--- src/rtl/edge_enh_frame_ctrl.sv ---
// rtl/edge_enh_frame_ctrl.sv - frame/line sequencer for a 3x3 edge-enhancement window
// Tracks pixel position, line-buffer rotation and window-centre emission per frame.
module edge_enh_frame_ctrl #(
  parameter int MAX_WIDTH  = 4096,
  parameter int MAX_HEIGHT = 4096
) (
  input  logic        clk_i,
  input  logic        rst_i,
  input  logic [12:0] cfg_width_i,
  input  logic [12:0] cfg_height_i,
  input  logic        cfg_enable_i,
  input  logic [7:0]  cfg_strength_i,
  input  logic        in_valid_i,
  input  logic        in_sof_i,
  output logic        in_ready_o,
  output logic        lb_wr_en_o,
  output logic [11:0] lb_wr_addr_o,
  output logic [1:0]  lb_wr_sel_o,
  output logic        win_valid_o,
  output logic [12:0] win_x_o,
  output logic [12:0] win_y_o,
  output logic        border_o,
  output logic        act_enable_o,
  output logic [7:0]  act_strength_o,
  output logic        busy_o,
  output logic        frame_done_o,
  output logic        err_o
);

  typedef enum logic [2:0] {
    S_IDLE,
    S_FILL,
    S_ACTIVE,
    S_DRAIN,
    S_DONE
  } state_t;

  localparam logic [12:0] MAX_W = 13'(MAX_WIDTH);
  localparam logic [12:0] MAX_H = 13'(MAX_HEIGHT);

  state_t      state_q, state_d;
  logic [12:0] col_q, col_d;
  logic [12:0] row_q, row_d;
  logic [1:0]  sel_q, sel_d;
  logic [12:0] dx_q, dx_d;
  logic [12:0] w_q, w_d;
  logic [12:0] h_q, h_d;
  logic        en_q, en_d;
  logic [7:0]  str_q, str_d;
  logic        win_valid_q, win_valid_d;
  logic [12:0] win_x_q, win_x_d;
  logic [12:0] win_y_q, win_y_d;
  logic        border_q, border_d;
  logic        err_q, err_d;

  logic        accept;
  logic        sof_acc;
  logic        cfg_legal;
  logic        last_col;
  logic        last_row;
  logic        wv;
  logic [12:0] wx;
  logic [12:0] wy;

  assign in_ready_o = (state_q == S_IDLE) || (state_q == S_FILL) || (state_q == S_ACTIVE);
  assign accept     = in_valid_i & in_ready_o;
  assign sof_acc    = accept & in_sof_i;
  assign cfg_legal  = (cfg_width_i != 13'd0) && (cfg_width_i <= MAX_W) &&
                      (cfg_height_i != 13'd0) && (cfg_height_i <= MAX_H);
  assign last_col   = (col_q == w_q - 13'd1);
  assign last_row   = (row_q == h_q - 13'd1);

  always_comb begin
    state_d   = state_q;
    col_d     = col_q;
    row_d     = row_q;
    sel_d     = sel_q;
    dx_d      = dx_q;
    w_d       = w_q;
    h_d       = h_q;
    en_d      = en_q;
    str_d     = str_q;
    err_d     = 1'b0;
    wv        = 1'b0;
    wx        = win_x_q;
    wy        = win_y_q;

    if (sof_acc) begin
      // An SOF outside IDLE abandons the running frame before any restart.
      err_d = (state_q != S_IDLE) || !cfg_legal;
      if (cfg_legal) begin
        w_d   = cfg_width_i;
        h_d   = cfg_height_i;
        en_d  = cfg_enable_i;
        str_d = cfg_strength_i;
        dx_d  = 13'd0;
        if (cfg_width_i == 13'd1) begin
          col_d   = 13'd0;
          row_d   = 13'd1;
          sel_d   = 2'd1;
          state_d = (cfg_height_i == 13'd1) ? S_DRAIN : S_ACTIVE;
        end else begin
          col_d   = 13'd1;
          row_d   = 13'd0;
          sel_d   = 2'd0;
          state_d = S_FILL;
        end
      end else begin
        col_d   = 13'd0;
        row_d   = 13'd0;
        sel_d   = 2'd0;
        state_d = S_IDLE;
      end
    end else begin
      case (state_q)
        S_FILL, S_ACTIVE: begin
          if (accept) begin
            if (state_q == S_ACTIVE) begin
              wv = 1'b1;
              wx = col_q;
              wy = row_q - 13'd1;
            end
            if (last_col) begin
              col_d = 13'd0;
              row_d = row_q + 13'd1;
              sel_d = (sel_q == 2'd2) ? 2'd0 : sel_q + 2'd1;
              if (last_row) begin
                state_d = S_DRAIN;
                dx_d    = 13'd0;
              end else begin
                state_d = S_ACTIVE;
              end
            end else begin
              col_d = col_q + 13'd1;
            end
          end
        end
        S_DRAIN: begin
          // Bottom row has no line below it; emit it from the buffers alone.
          wv = 1'b1;
          wx = dx_q;
          wy = h_q - 13'd1;
          if (dx_q == w_q - 13'd1) begin
            state_d = S_DONE;
          end else begin
            dx_d = dx_q + 13'd1;
          end
        end
        S_DONE: begin
          state_d = S_IDLE;
          col_d   = 13'd0;
          row_d   = 13'd0;
          sel_d   = 2'd0;
        end
        default: state_d = S_IDLE;
      endcase
    end

    win_valid_d = wv;
    win_x_d     = wx;
    win_y_d     = wy;
    border_d    = wv && ((wx == 13'd0) || (wx == w_q - 13'd1) ||
                         (wy == 13'd0) || (wy == h_q - 13'd1));
  end

  always_ff @(posedge clk_i) begin
    if (rst_i) begin
      state_q     <= S_IDLE;
      col_q       <= 13'd0;
      row_q       <= 13'd0;
      sel_q       <= 2'd0;
      dx_q        <= 13'd0;
      w_q         <= 13'd0;
      h_q         <= 13'd0;
      en_q        <= 1'b0;
      str_q       <= 8'd0;
      win_valid_q <= 1'b0;
      win_x_q     <= 13'd0;
      win_y_q     <= 13'd0;
      border_q    <= 1'b0;
      err_q       <= 1'b0;
    end else begin
      state_q     <= state_d;
      col_q       <= col_d;
      row_q       <= row_d;
      sel_q       <= sel_d;
      dx_q        <= dx_d;
      w_q         <= w_d;
      h_q         <= h_d;
      en_q        <= en_d;
      str_q       <= str_d;
      win_valid_q <= win_valid_d;
      win_x_q     <= win_x_d;
      win_y_q     <= win_y_d;
      border_q    <= border_d;
      err_q       <= err_d;
    end
  end

  assign lb_wr_en_o     = accept & ((state_q != S_IDLE) | (in_sof_i & cfg_legal));
  assign lb_wr_addr_o   = sof_acc ? 12'd0 : col_q[11:0];
  assign lb_wr_sel_o    = sof_acc ? 2'd0 : sel_q;
  assign win_valid_o    = win_valid_q;
  assign win_x_o        = win_x_q;
  assign win_y_o        = win_y_q;
  assign border_o       = border_q;
  assign act_enable_o   = en_q;
  assign act_strength_o = str_q;
  assign busy_o         = (state_q != S_IDLE);
  assign frame_done_o   = (state_q == S_DONE);
  assign err_o          = err_q;

endmodule

--- config.mk ---
export PLATFORM = sky130hd
export DESIGN_NAME = edge_enh_frame_ctrl
export DESIGN_NICKNAME = d
export VERILOG_FILES = /design/src/rtl/edge_enh_frame_ctrl.sv
export SDC_FILE = /design/constraint.sdc
export NUM_CORES = 1
export LEC_CHECK = 0
export CAP_MARGIN = 20
export CORE_MARGIN = 2
export CORE_UTILIZATION = 35
export CTS_CLUSTER_SIZE = 8
export DETAILED_ROUTE_END_ITERATION = 10
export PLACE_DENSITY = 0.6
export SYNTH_ARGS = -nofsm -noshare
export SYNTH_HDL_FRONTEND = slang
export SYNTH_SLANG_ARGS = --single-unit
--- constraint.sdc ---
create_clock -name clk_i -period 3.1 [get_ports clk_i]
set_input_delay 0.775 -clock clk_i [delete_from_list [all_inputs] [get_ports clk_i]]
set_output_delay 0.775 -clock clk_i [all_outputs]
set_load 0.01 [all_outputs]
==> flow_summary_export.csv <==
group,metric,value,unit
clock_tree,numCtsBuffers,9,
route,first_pass_iters,9,
clock_tree,cts.sinks,108,
synth,synth_area,7280,sq um
layout,final_nets,1148,
min_path,holdPathStages,2,
placement,portBuffers,94,
synth,synth_common_cells,"nor2_1 (121), dfxtp_1 (108), clkbuf_1 (61), nand2_1 (59), xnor2_1 (54)",
floorplan,io_pins,95,
sta,max_freq,327,MHz
layout,fin_cells,1378,
power_and_ir_drop,power_switching,0.00159,W
sta,setup_viol,0,
synth,ys_top_cells_by_area,"dfxtp_1 (30%), xnor2_1 (6.5%), nor2_1 (6.2%)",
sta,fin_skew,0.00905,ns
sta,finalHoldViolCount,0,
placement,placed_cells,1349,
grt,grt.overflow.total,0,
grt,grt_util_all_layers,22.3,%
synth,synth-seq-cells,108,
min_path,hold_start,"act_strength_o[3]$_SDFFE_PP0P_",
route,route.detailed.drc,0,
grt,gr-usage-met2,39.4,%
sta,slew_viol_final,0,
critical_path,worstSetupEndpointType,"primary output",
sta,slew_headroom,49.7,%
sta,setup_slack,0.0375,ns
placement,dpl.hpwl,19100,um
floorplan,core_area,20300,sq um
placement,place_ws,-0.480,ns
route,drtAntennaViolNets,0,
critical_path,path_max_fanout,10,
critical_path,ff2ff_path_depth,14,
critical_path,path_cells,"clkdlybuf4s50_1, buf_4, nand3_2, buf_8, buf_4, and2_1, dlygate4sd2_1",
route,wl_per_cell,18.1,um
synth,yosys_warnings,0,
layout,num_antenna_cells,0,
layout,syn_to_final_growth,39.5,%
critical_path,path_class,"in2out",
route,viasPerCell,5.43,
grt,use_met1,28.5,%
critical_path,worstPathArrival,2.29,ns
synth,synth_cell_types,90,
run,maxCapViolations,0,
synth,ys_seq_area_share,29.7,%
critical_path,slowest_stage,"clkdlybuf4s50_1",
synth,ys.flop_type,"dfxtp_1",
clock_tree,path_clk_slew,0.07,ns
route,drtIter0Drc,483,
power_and_ir_drop,p_sw_share,35.2,%
critical_path,rr_startpoint,"h_q[0]$_SDFFE_PP0P_",
floorplan,initial_core_util,35.8,%
synth,synth_edf_count,0,
critical_path,r2r_end,"dx_q[5]$_SDFFE_PP0P_",
critical_path,cpPeakStageDelay,0.49,ns
sta,hold_slack,0.498,ns
synth,syn-num-nets,950,
clock_tree,cts_tree,"yes",
critical_path,rrSetupSlack,0.10,ns
floorplan,die_w,148,um
grt,grt_util_met3,3.01,%
sta,worst_slew_pin_slew,0.754,ns
critical_path,critPathTopFamily,"buffers and inverters",
synth,async_reset_ff_share,0,%
layout,fin_util,50.0,%
clock_tree,cts_max_level,3,
power_and_ir_drop,seq_power_share,34.3,%
power_and_ir_drop,combPwrFrac,40.6,%
power_and_ir_drop,p_int,0.00293,W
synth,synth_cells,905,
grt,grt_pass1_wl,38900,um
critical_path,cp_num_buf_inv,5,
grt,antenna_found_initial,0,
sta,tns,0,ns
min_path,hold_class,"reg2reg",
power_and_ir_drop,clockPowerShare,25.0,%
sta,timing.final.crit_share,98.8,%
layout,drive_gt1_share,23.1,%
synth,yosysMostFrequentCell,"nor2_1",
synth,avgSynthCellArea,8.04,sq um
power_and_ir_drop,p_leak,4.44,nW
critical_path,crit_path_start_kind,"primary input",
clock_tree,clock_path_buffers,2,
power_and_ir_drop,power_per_cell_area,445,nW/um^2
clock_tree,insertion_delay,0.36,ns
route,drt_wl_total,24900,um
grt,busiest_layer,"met2",
route,vias,7482,
floorplan,die_h,148,um
clock_tree,clockRootBuffer,"clkbuf_16",
grt,grt_pass1_vias,7123,
floorplan,row_count,52,
floorplan,die_area,22000,sq um
placement,place.gp.congestion,0.942,
synth,yosys.area.top_type,"dfxtp_1",
outcome,run_status,"complete, no violations",
min_path,min_to,"act_strength_o[3]$_SDFFE_PP0P_",
sta,rsz0062_at_grt,"true",
power_and_ir_drop,peakVddDrop,0.262,mV
layout,fillers,1989,
critical_path,cp_common_cell,"buf_4",
synth,netlist.area_leader.share,29.7,%
critical_path,required,2.32,ns
sta,period_needed,3.06,ns
grt,grt_max_degree,67,
## what timing repair did
action | CTS | global route
hold buffers | 0 | 0
buffers inserted | 5 | 8
resized for setup | 35 | 59
pin swaps | 8 | 23
setup endpoints to repair | 28 | 56
## flip-flops by register name, summed over array words and instances, names as in the netlist
name            cells
h_q                13
w_q                13
err_o               1
sel_q               2
win_x_o            13
dx_q               13
state_q             3
col_q              13
row_q              13
act_strength_o      8
act_enable_o        1
win_valid_o         1
border_o            1
win_y_o            13
## cells by family (layout without fill, tap and decap cells)
family / Yosys count / after routing / synth area share [%]
and+or+nand+nor: 386 / 386 / 28.4
xor gates and xnor gates: 94 / 94 / 12.1
buffers and inverters: 99 / 302 / 5.52
DFF: 108 / 108 / 29.7
adders and majority gates: 6 / 6 / 1.03
muxes: 46 / 46 / 6.38
AOI/OAI and AO/OA: 166 / 166 / 16.9
## per-layer routing
layer	routed length [um]	part of all wire, %
met1	10600	43
met2	12500	50
met3	1200	4.8
met4	624	2.5
met5	0	0
## worst reg2reg max path, delay by kind of cell (launching register included)
family / cells / cell delay (ns)
AOI/OAI and AO/OA: 2 / 0.42
adders and majority gates: 1 / 0.15
buffers and inverters: 5 / 0.68
DFF: 1 / 0.32
and+or+nand+nor: 6 / 1.35
## final cells by class
class | instances | area (sq um) | area share, %
clock inverter | 4 | 23.8 | 0.234
clock buffer | 12 | 256 | 2.53
sequential | 108 | 2160 | 21.3
timing repair buffer | 267 | 2310 | 22.7
multi-input combinational | 698 | 4990 | 49.2
inverter | 19 | 71.3 | 0.703
tap | 270 | 338 | 3.33
## stage by stage
stage	instance area (sq um)	total power [W]
2_1_floorplan	7280	0.00253
3_3_place_gp	9460	0.00325
3_5_place_dp	9460	0.00325
4_1_cts	9820	0.00443
5_1_grt	10100	0.00474
6_report	10100	0.00451
## power groups by stage
stage               logic [W]  registers (W)  clock network [W]
floorplan            0.000980        0.00155                  0
global placement      0.00167        0.00158                  0
CTS                   0.00173        0.00155            0.00116
finish                0.00183        0.00155            0.00113
detailed placement    0.00168        0.00158                  0
global route          0.00198        0.00156            0.00120
## cell usage in the layout, fill, tap and decap left out, types with 5 or more instances in the layout
cell type	count
buf_4	167
nor2_1	120
dfxtp_1	108
clkdlybuf4s50_1	60
nand2_1	59
xnor2_1	53
mux2i_1	43
xor2_1	36
a21oi_1	32
nand3_1	23
nor3_1	20
o21ai_0	20
nand4_1	18
and3_1	18
inv_1	17
and2_1	17
dlygate4sd2_1	17
dlymetal6s2s_1	15
nor2b_1	14
nor4_1	12
or3_1	12
a22o_1	12
o31ai_1	10
a211oi_1	9
clkbuf_16	9
nor3b_1	7
a31oi_1	7
nand4b_1	6
a311oi_2	6
and4_1	5
a21oi_2	5
## worst max-delay path by stage
| stage | startpoint | to | depth (start not counted) |
|---|---|---|---|
| floorplan | w_q[0]$_SDFFE_PP0P_ | row_q[1]$_SDFFE_PP0P_ | 12 |
| detailed placement | cfg_height_i[1] | lb_wr_en_o | 8 |
| finish | in_valid_i | lb_wr_addr_o[11] | 7 |
| CTS | cfg_height_i[5] | lb_wr_en_o | 8 |
| global placement | cfg_width_i[4] | lb_wr_en_o | 9 |
| global route | in_valid_i | border_o$_SDFF_PP0_ | 12 |
Note: power is estimated with default switching activity, not from simulation.
